`config.mk`:
```
export PLATFORM = sky130hd
export DESIGN_NAME = btn_conditioner
export DESIGN_NICKNAME = d
export VERILOG_FILES = /design/src/rtl/btn_cond_pkg.sv /design/src/rtl/btn_cond_ch.sv /design/src/rtl/btn_conditioner.sv
export SDC_FILE = /design/constraint.sdc
export NUM_CORES = 1
export LEC_CHECK = 0
export CORE_ASPECT_RATIO = 1.4
export CORE_MARGIN = 2
export CORE_UTILIZATION = 50
export CTS_CLUSTER_SIZE = 28
export DETAILED_ROUTE_END_ITERATION = 7
export PLACE_DENSITY = 0.65
export SETUP_SLACK_MARGIN = 0.02
export SKIP_LAST_GASP = 1
export SLEW_MARGIN = 40
export SYNTH_ARGS = -nofsm -noshare
export SYNTH_HDL_FRONTEND = slang
export SYNTH_SLANG_ARGS = --single-unit
export TNS_END_PERCENT = 50
```
`constraint.sdc`:
```
create_clock -name ClkPort -period 14.4 [get_ports ClkPort]
set_input_delay 2.88 -clock ClkPort [delete_from_list [all_inputs] [get_ports ClkPort]]
set_output_delay 2.88 -clock ClkPort [all_outputs]
set_load 0.05 [all_outputs]
```
`src/rtl/btn_cond_pkg.sv`:
```
// rtl/btn_cond_pkg.sv - shared channel state encoding and parameter helpers
package btn_cond_pkg;

  typedef enum logic [1:0] {
    ST_IDLE         = 2'd0,
    ST_PRESS_WAIT   = 2'd1,
    ST_HELD         = 2'd2,
    ST_RELEASE_WAIT = 2'd3
  } ch_state_e;

  // Width of the repeat counter: enough to hold RPT_DLY, never narrower than 1 bit.
  function automatic int rpt_width(input int rpt_dly);
    return (rpt_dly < 1) ? 1 : $clog2(rpt_dly + 1);
  endfunction

  function automatic bit params_ok(input int n_ch, input int n_dc,
                                   input int rpt_dly, input int rpt_per);
    if (n_ch < 1 || n_dc < 1 || rpt_dly < 0) return 1'b0;
    if (rpt_dly > 0 && (rpt_per < 1 || rpt_per > rpt_dly)) return 1'b0;
    return 1'b1;
  endfunction

endpackage

```
`src/rtl/btn_cond_ch.sv`:
```
// rtl/btn_cond_ch.sv - one push-button channel: synchronizer, debounce FSM, auto-repeat
import btn_cond_pkg::*;

module btn_cond_ch #(
  parameter int N_DC    = 20,
  parameter int RPT_DLY = 8,
  parameter int RPT_PER = 2
) (
  input  logic ClkPort,
  input  logic Reset,
  input  logic pb,
  output logic dpb,
  output logic scen,
  output logic mcen,
  output logic ccen,
  output logic rcen,
  output logic scen_nxt
);

  localparam int             RW         = rpt_width(RPT_DLY);
  localparam logic [RW-1:0]  RPT_TOP    = RW'(RPT_DLY);
  localparam logic [RW-1:0]  RPT_RELOAD = RW'(RPT_DLY - RPT_PER);

  logic [1:0]      sync_q, sync_d;
  ch_state_e       state_q, state_d, prev_q, prev_d;
  logic [N_DC-1:0] dbc_q, dbc_d, ivl_q, ivl_d;
  logic [RW-1:0]   rpt_q, rpt_d, rpt_inc;
  logic            rpt_hit_q, rpt_hit_d;
  logic            dpb_q, dpb_d, scen_q, scen_d, mcen_q, mcen_d;
  logic            ccen_q, ccen_d, rcen_q, rcen_d;
  logic            sync;

  always_comb begin
    sync_d    = {sync_q[0], pb};
    sync      = sync_q[1];
    state_d   = state_q;
    prev_d    = state_q;
    dbc_d     = dbc_q + 1'b1;
    ivl_d     = ivl_q;
    rpt_d     = rpt_q;
    rpt_inc   = rpt_q + 1'b1;
    rpt_hit_d = 1'b0;

    case (state_q)
      ST_IDLE: begin
        dbc_d = '0;
        if (sync) state_d = ST_PRESS_WAIT;
      end
      ST_PRESS_WAIT: begin
        if (!sync) begin
          state_d = ST_IDLE;
        end else if (&dbc_q) begin
          state_d = ST_HELD;
          ivl_d   = '0;
          rpt_d   = '0;
        end
      end
      ST_HELD: begin
        if (!sync) begin
          state_d = ST_RELEASE_WAIT;
          dbc_d   = '0;
        end else begin
          ivl_d = ivl_q + 1'b1;
          // Reload after the first repeat so later repeats come every RPT_PER intervals.
          if (RPT_DLY > 0 && (&ivl_q)) begin
            if (rpt_inc == RPT_TOP) begin
              rpt_hit_d = 1'b1;
              rpt_d     = RPT_RELOAD;
            end else begin
              rpt_d = rpt_inc;
            end
          end
        end
      end
      ST_RELEASE_WAIT: begin
        if (sync)        state_d = ST_HELD;
        else if (&dbc_q) state_d = ST_IDLE;
      end
      default: state_d = ST_IDLE;
    endcase

    // Event outputs are derived from the settled state, one cycle after the transition.
    dpb_d  = (state_q == ST_HELD) || (state_q == ST_RELEASE_WAIT);
    ccen_d = (state_q == ST_HELD);
    scen_d = (state_q == ST_HELD) && (prev_q == ST_PRESS_WAIT);
    mcen_d = scen_d || (rpt_hit_q && (state_q == ST_HELD));
    rcen_d = (state_q == ST_IDLE) && (prev_q == ST_RELEASE_WAIT);
  end

  always_ff @(posedge ClkPort or posedge Reset) begin
    if (Reset) begin
      sync_q    <= '0;
      state_q   <= ST_IDLE;
      prev_q    <= ST_IDLE;
      dbc_q     <= '0;
      ivl_q     <= '0;
      rpt_q     <= '0;
      rpt_hit_q <= 1'b0;
      dpb_q     <= 1'b0;
      scen_q    <= 1'b0;
      mcen_q    <= 1'b0;
      ccen_q    <= 1'b0;
      rcen_q    <= 1'b0;
    end else begin
      sync_q    <= sync_d;
      state_q   <= state_d;
      prev_q    <= prev_d;
      dbc_q     <= dbc_d;
      ivl_q     <= ivl_d;
      rpt_q     <= rpt_d;
      rpt_hit_q <= rpt_hit_d;
      dpb_q     <= dpb_d;
      scen_q    <= scen_d;
      mcen_q    <= mcen_d;
      ccen_q    <= ccen_d;
      rcen_q    <= rcen_d;
    end
  end

  assign dpb      = dpb_q;
  assign scen     = scen_q;
  assign mcen     = mcen_q;
  assign ccen     = ccen_q;
  assign rcen     = rcen_q;
  assign scen_nxt = scen_d;

endmodule

```
`src/rtl/btn_conditioner.sv`:
```
// rtl/btn_conditioner.sv - N_CH independent debounced push-button channels with press summary
module btn_conditioner
  import btn_cond_pkg::*;
#(
  parameter int N_CH    = 5,
  parameter int N_DC    = 20,
  parameter int RPT_DLY = 8,
  parameter int RPT_PER = 2
) (
  input  logic            ClkPort,
  input  logic            Reset,
  input  logic [N_CH-1:0] PB,
  output logic [N_CH-1:0] DPB,
  output logic [N_CH-1:0] SCEN,
  output logic [N_CH-1:0] MCEN,
  output logic [N_CH-1:0] CCEN,
  output logic [N_CH-1:0] RCEN,
  output logic            any_press
);

  if (!params_ok(N_CH, N_DC, RPT_DLY, RPT_PER)) begin : g_param_check
    $error("btn_conditioner: illegal parameter combination");
  end

  logic [N_CH-1:0] scen_nxt;
  logic            any_press_d, any_press_q;

  for (genvar i = 0; i < N_CH; i++) begin : g_ch
    btn_cond_ch #(
      .N_DC    (N_DC),
      .RPT_DLY (RPT_DLY),
      .RPT_PER (RPT_PER)
    ) u_ch (
      .ClkPort  (ClkPort),
      .Reset    (Reset),
      .pb       (PB[i]),
      .dpb      (DPB[i]),
      .scen     (SCEN[i]),
      .mcen     (MCEN[i]),
      .ccen     (CCEN[i]),
      .rcen     (RCEN[i]),
      .scen_nxt (scen_nxt[i])
    );
  end

  // Registered from the channels' next-cycle SCEN so it lines up with SCEN exactly.
  always_comb begin
    any_press_d = |scen_nxt;
  end

  always_ff @(posedge ClkPort or posedge Reset) begin
    if (Reset) any_press_q <= 1'b0;
    else       any_press_q <= any_press_d;
  end

  assign any_press = any_press_q;

endmodule
```
After elaboration in Yosys (flattened, before gate mapping)
Index checks and enable logic that the tools add are counted.
{"block": "classes", "addsub": 15, "mul": 0, "div": 0, "order_cmp": 0, "eq_ne": 70, "shift": 0, "n_mux": 115, "n_bitwise": 0, "reduce_logical": 61}
{"operator": "$mux 20", "n": 20}
{"operator": "$pmux 20 s2", "n": 10}
{"operator": "$add 20x1->20 const B", "n": 10}
{"operator": "$reduce_and 20->1", "n": 10}
{"operator": "$mux 4", "n": 25}
{"operator": "$mux 2", "n": 30}
{"operator": "$ne 2x1->1 const B", "n": 20}
{"operator": "$pmux 2 s4", "n": 5}
{"operator": "$pmux 4 s2", "n": 5}
{"operator": "$reduce_and 4->1", "n": 10}
{"operator": "$eq 2x2->1 const B", "n": 15}
{"operator": "$reduce_and 5->1", "n": 5}
{"operator": "$add 4x1->4 const B", "n": 5}
{"operator": "$eq 2x1->1 const B", "n": 10}
{"operator": "$eq 4x4->1 const B", "n": 5}
{"operator": "$mux 1", "n": 20}
{"operator": "$ne 2x2->1 const B", "n": 10}
{"operator": "$logic_and 1x1->1", "n": 15}
{"operator": "$ne 3x1->1 const B", "n": 5}
{"operator": "$ne 3x3->1 const B", "n": 5}
{"operator": "$logic_not 2->1", "n": 5}
{"operator": "$logic_or 1x1->1", "n": 10}
{"operator": "$reduce_bool 2->1", "n": 5}
{"operator": "$reduce_or 5->1", "n": 1}
{"block": "word_totals", "regBits": 281, "latch_bits": 0, "ramBits": 0, "romBits": 0, "in_bits": 7, "out_inout_bits": 26, "elab_cells": 322, "mem_count": 0}

Logic depth before layout (Yosys ltp)
{"block": "depth", "depth_word": 6, "ltp_mapped": 11, "ltp_nobuf": 8}

Modules after synthesis
Synthesis repeated with hierarchy kept, for this count alone.
{"block": "hier_totals", "hier_cells": 1345, "hier_area_um2": 13743.2}
{"mod": "btn_cond_ch (g_ch[0].u_ch ...)", "instances": 3, "cells_each": 273, "area_per_inst_um2": 2765.2, "seq_area_each_um2": 1401.3}
{"mod": "btn_cond_ch (g_ch[2].u_ch)", "instances": 1, "cells_each": 263, "area_per_inst_um2": 2712.6, "seq_area_each_um2": 1401.3}
{"mod": "btn_cond_ch (g_ch[4].u_ch)", "instances": 1, "cells_each": 258, "area_per_inst_um2": 2693.8, "seq_area_each_um2": 1401.3}
{"mod": "btn_conditioner", "instances": 1, "cells_each": 5, "area_per_inst_um2": 41.3, "seq_area_each_um2": 25.0}

Least setup slack after synthesis
Ideal clock, no wire load.
{"block": "synth_timing", "path_type": "register -> output", "startpoint": "register any_press_q (netlist: any_press)", "endpoint": "output any_press", "t_arrival_ps": 586, "required_ps": 11520, "path_slack_ps": 10934, "path_stages_with_launch": 1, "path_buffers": 0, "cell_sequence": "dfrtp_1"}
{"element": "from (decl)", "line": "btn_conditioner.sv:26", "rtl": "logic any_press_d, any_press_q;"}
{"element": "from (signal assigned)", "line": "btn_conditioner.sv:53", "rtl": "else any_press_q <= any_press_d;"}
{"element": "to (decl)", "line": "btn_conditioner.sv:18", "rtl": "output logic any_press"}
No word-level cell between the ends.

Final worst setup path
{"block": "layout_timing", "startpoint": "register g_ch[3].u_ch.ccen_q", "endpoint": "output CCEN[3]"}
{"element": "from (decl)", "line": "btn_cond_ch.sv:30", "rtl": "logic ccen_q, ccen_d, rcen_q, rcen_d;"}
{"element": "from (signal assigned)", "line": "btn_cond_ch.sv:115", "rtl": "ccen_q <= ccen_d;"}
{"element": "to (decl)", "line": "btn_conditioner.sv:16", "rtl": "output logic [N_CH-1:0] CCEN,"}
No word-level cell between the ends.

==> reports/qor.yml <==
sta:
  fin_hold_ws_ns: 0.347
  rsz0062_at_grt: "false"
  slew_headroom: 0.480
  finalSetupViolations: 0
  fin_skew_ns: 0.0196
  fmax_mhz: 219
  worst_slack_ns: 9.84
  worstMarginPinSlew_ns: 0.781
  slew_violations: 0
  fin_crit_sh: 0.317
  setup_tns_ns: 0
  fin_crit_ns: 4.56
  final_hold_viol_count: 0
drt:
  wl_mm: 25.4
  first_pass_iters: 5
  routed_via_density: 5.43
  wl_per_cell_um: 13.9
  drtAntennaViolNets: 0
  first_iter_violations: 559
  post-route-drc-count: 0
  dr_total_vias: 9918
floorplan:
  start_util: 0.504
  fp.dieH_um: 201
  ios: 33
  rows: 72
  fp.coreArea_um2: 27400
  die_area_um2: 29000
  fp.dieW_um: 144
place:
  place_ws_ns: 9.71
  place_congestion: 0.794
  io_buffer_count: 32
  place_hpwl_mm: 16.6
  dpl_cell_area_um2: 14400
critical_path:
  crit_chain: "clkdlybuf4s50_1"
  cp-start-kind: "flop"
  critPathMaxFanout: 1
  path_buf_inv: 1
  criticalPathCategory: "flop to output port"
  cp-end-kind: "output port"
  r2r_setup_slack_ns: 11.65
  crit_family: "buffers and inverters"
  slowest_delay_ns: 0.80
  cp.required_ns: 11.52
  slowest_stage: "clkdlybuf4s50_1"
  arrival_ns: 1.68
synthesis:
  synth_fp_nets: 1469
  synth_warnings: 0
  ys_seq_elements: 281
  synth-edff-count: 0
  ys_async_sr_fraction: 1.00
  netlist_area_um2: 13800
  netlist_instances: 1427
  ys_seq_area_frac: 0.509
  ys_types: 73
  synth_ff_type: "dfrtp_1"
  syn_avg_cell_area_um2: 9.68
global_route:
  grt_overflow_total: 0
  grtUsageTotal: 0.183
  grt_pass1_wl_mm: 45.0
  grt_pass1_vias: 9817
  grt_max_degree: 137
  antenna_found_initial: 1
power:
  p_total_w: 0.00237
  p_leak_nw: 6.52
  ir_worst_vdd_uv: 91.1
  power_density_nw_per_um2: 155
min_path:
  hp-class: "flop to flop"
clocking:
  cts_root_buf: "clkbuf_16"
  clockBufferDepth: 3
  ctsResizeCount: 0
  cts_sinks: 281
  cts_buffers: 29
  insertion_delay_ns: 0.56
  postCtsSetupBuffers: 0
  cts-hold-fix-buffers: 0
  clk_pin_slew_worst_paths_ns: 0.06
  cts_tree: "built"
  htree_levels: 1
cells_and_area:
  area_delta_synth_final_pct: 10.9
  fillerInstances: 2474
  final_common_cell: "dfrtp_1"
  drive_above_1_share: 0.0625
  num_antenna_cells: 0
  final_nets: 1478
  final_cell_mix: "dfrtp_1 (281), nor2_1 (206), nand2_1 (132)"
  post-route-cell-area_um2: 15300
run_status:
  status: "completed"
job:
  max_cap_viol_count: 0
metal layers:
| metal | GRT usage | share of wire | up-vias |
|---|---|---|---|
| met3 | 0.0327 | 0.039 | 38 |
| met2 | 0.317 | 0.50 | 119 |
| li1 | - | - | 4949 |
| met4 | 0.0600 | 0.023 | 2 |
| met1 | 0.230 | 0.44 | 4810 |
| met5 | 0 | 0.00047 | - |
stage by stage:
| step | instances | utilization |
|---|---|---|
| floorplan | 1427 | - |
| global placement | 1774 | 0.524 |
| detailed placement | 1775 | 0.526 |
| CTS | 1826 | 0.559 |
| global route | 1826 | 0.559 |
| finish | 1826 | 0.559 |
sequential cells by signal, summed over array words and instances (netlist names), 5 cells and up, named ones only:
register,count
g_ch.u_ch.mcen,5
g_ch.u_ch.prev_d,5
g_ch.u_ch.rpt_q,20
g_ch.u_ch.rcen,5
g_ch.u_ch.dbc_q,100
g_ch.u_ch.scen,5
g_ch.u_ch.sync_q,10
g_ch.u_ch.ivl_q,100
g_ch.u_ch.rpt_hit_q,5
g_ch.u_ch.prev_q,10
g_ch.u_ch.dpb,5
g_ch.u_ch.ccen,5
cell usage after synthesis, drive strengths merged (7+ instances only):
cell    instances  share of area
dfrtp         281           0.51
nor2          207          0.056
nand2         132          0.036
xnor2          83          0.053
nand3          78          0.028
o21ai          61          0.023
xor2           60          0.038
a21oi          50          0.018
inv            47          0.013
nand4          46          0.021
nor3           40          0.015
clkbuf         38          0.010
ha             35          0.032
buf            28          0.015
nor4           25          0.015
or3            24          0.011
and3           23          0.011
nor3b          13         0.0074
and2           11         0.0050
o31ai          11         0.0060
a21o           10         0.0054
and4           10         0.0063
nand2b         10         0.0045
nor2b          10         0.0045
or2             9         0.0041
a211oi          8         0.0043
a31oi           8         0.0036
nor4b           7         0.0044
final cells by class:
type                       instances  area, µm²  share of cell area
multi-input combinational       1032       6290               0.411
timing repair buffer              44        418              0.0273
inverter                          48        193              0.0126
sequential                       281       7030               0.459
clock inverter                     7       66.3             0.00433
tap                              370        463              0.0302
clock buffer                      44        852              0.0556
path summary, 6_finish.rpt:
path                                   startpoint                endpoint  depth (start not counted)
setup / recovery                g_ch[3].u_ch.ccen                 CCEN[3]                          1
hold reg to reg            g_ch[3].u_ch.sync_q[0]  g_ch[3].u_ch.sync_q[1]                          0
hold / removal             g_ch[3].u_ch.sync_q[0]  g_ch[3].u_ch.sync_q[1]                          0
setup reg to reg            g_ch[1].u_ch.dbc_q[0]  g_ch[1].u_ch.ivl_q[17]                          8
min in group asynchronous                   Reset  g_ch[1].u_ch.dbc_q[16]                          2
max in group asynchronous                   Reset   g_ch[3].u_ch.dbc_q[4]                          3
where the power goes:
group	switching, W	leakage, nW	total (W)	internal [W]
Clock	0.000300	0.452	0.000723	0.000423
Sequential	0.0000843	3.80	0.000979	0.000894
Combinational	0.000440	2.27	0.000672	0.000232
Total	0.000824	6.52	0.00237	0.00155
cell families after synthesis:
| family | Yosys count | synth area share |
|---|---|---|
| flops | 281 | 0.509 |
| simple gates | 659 | 0.238 |
| buf+inv | 114 | 0.0380 |
| xor+xnor | 143 | 0.0907 |
| fa+ha+maj | 35 | 0.0317 |
| mux | 6 | 0.00453 |
| compound gates | 189 | 0.0875 |
Power figures use the tool's default switching activity.
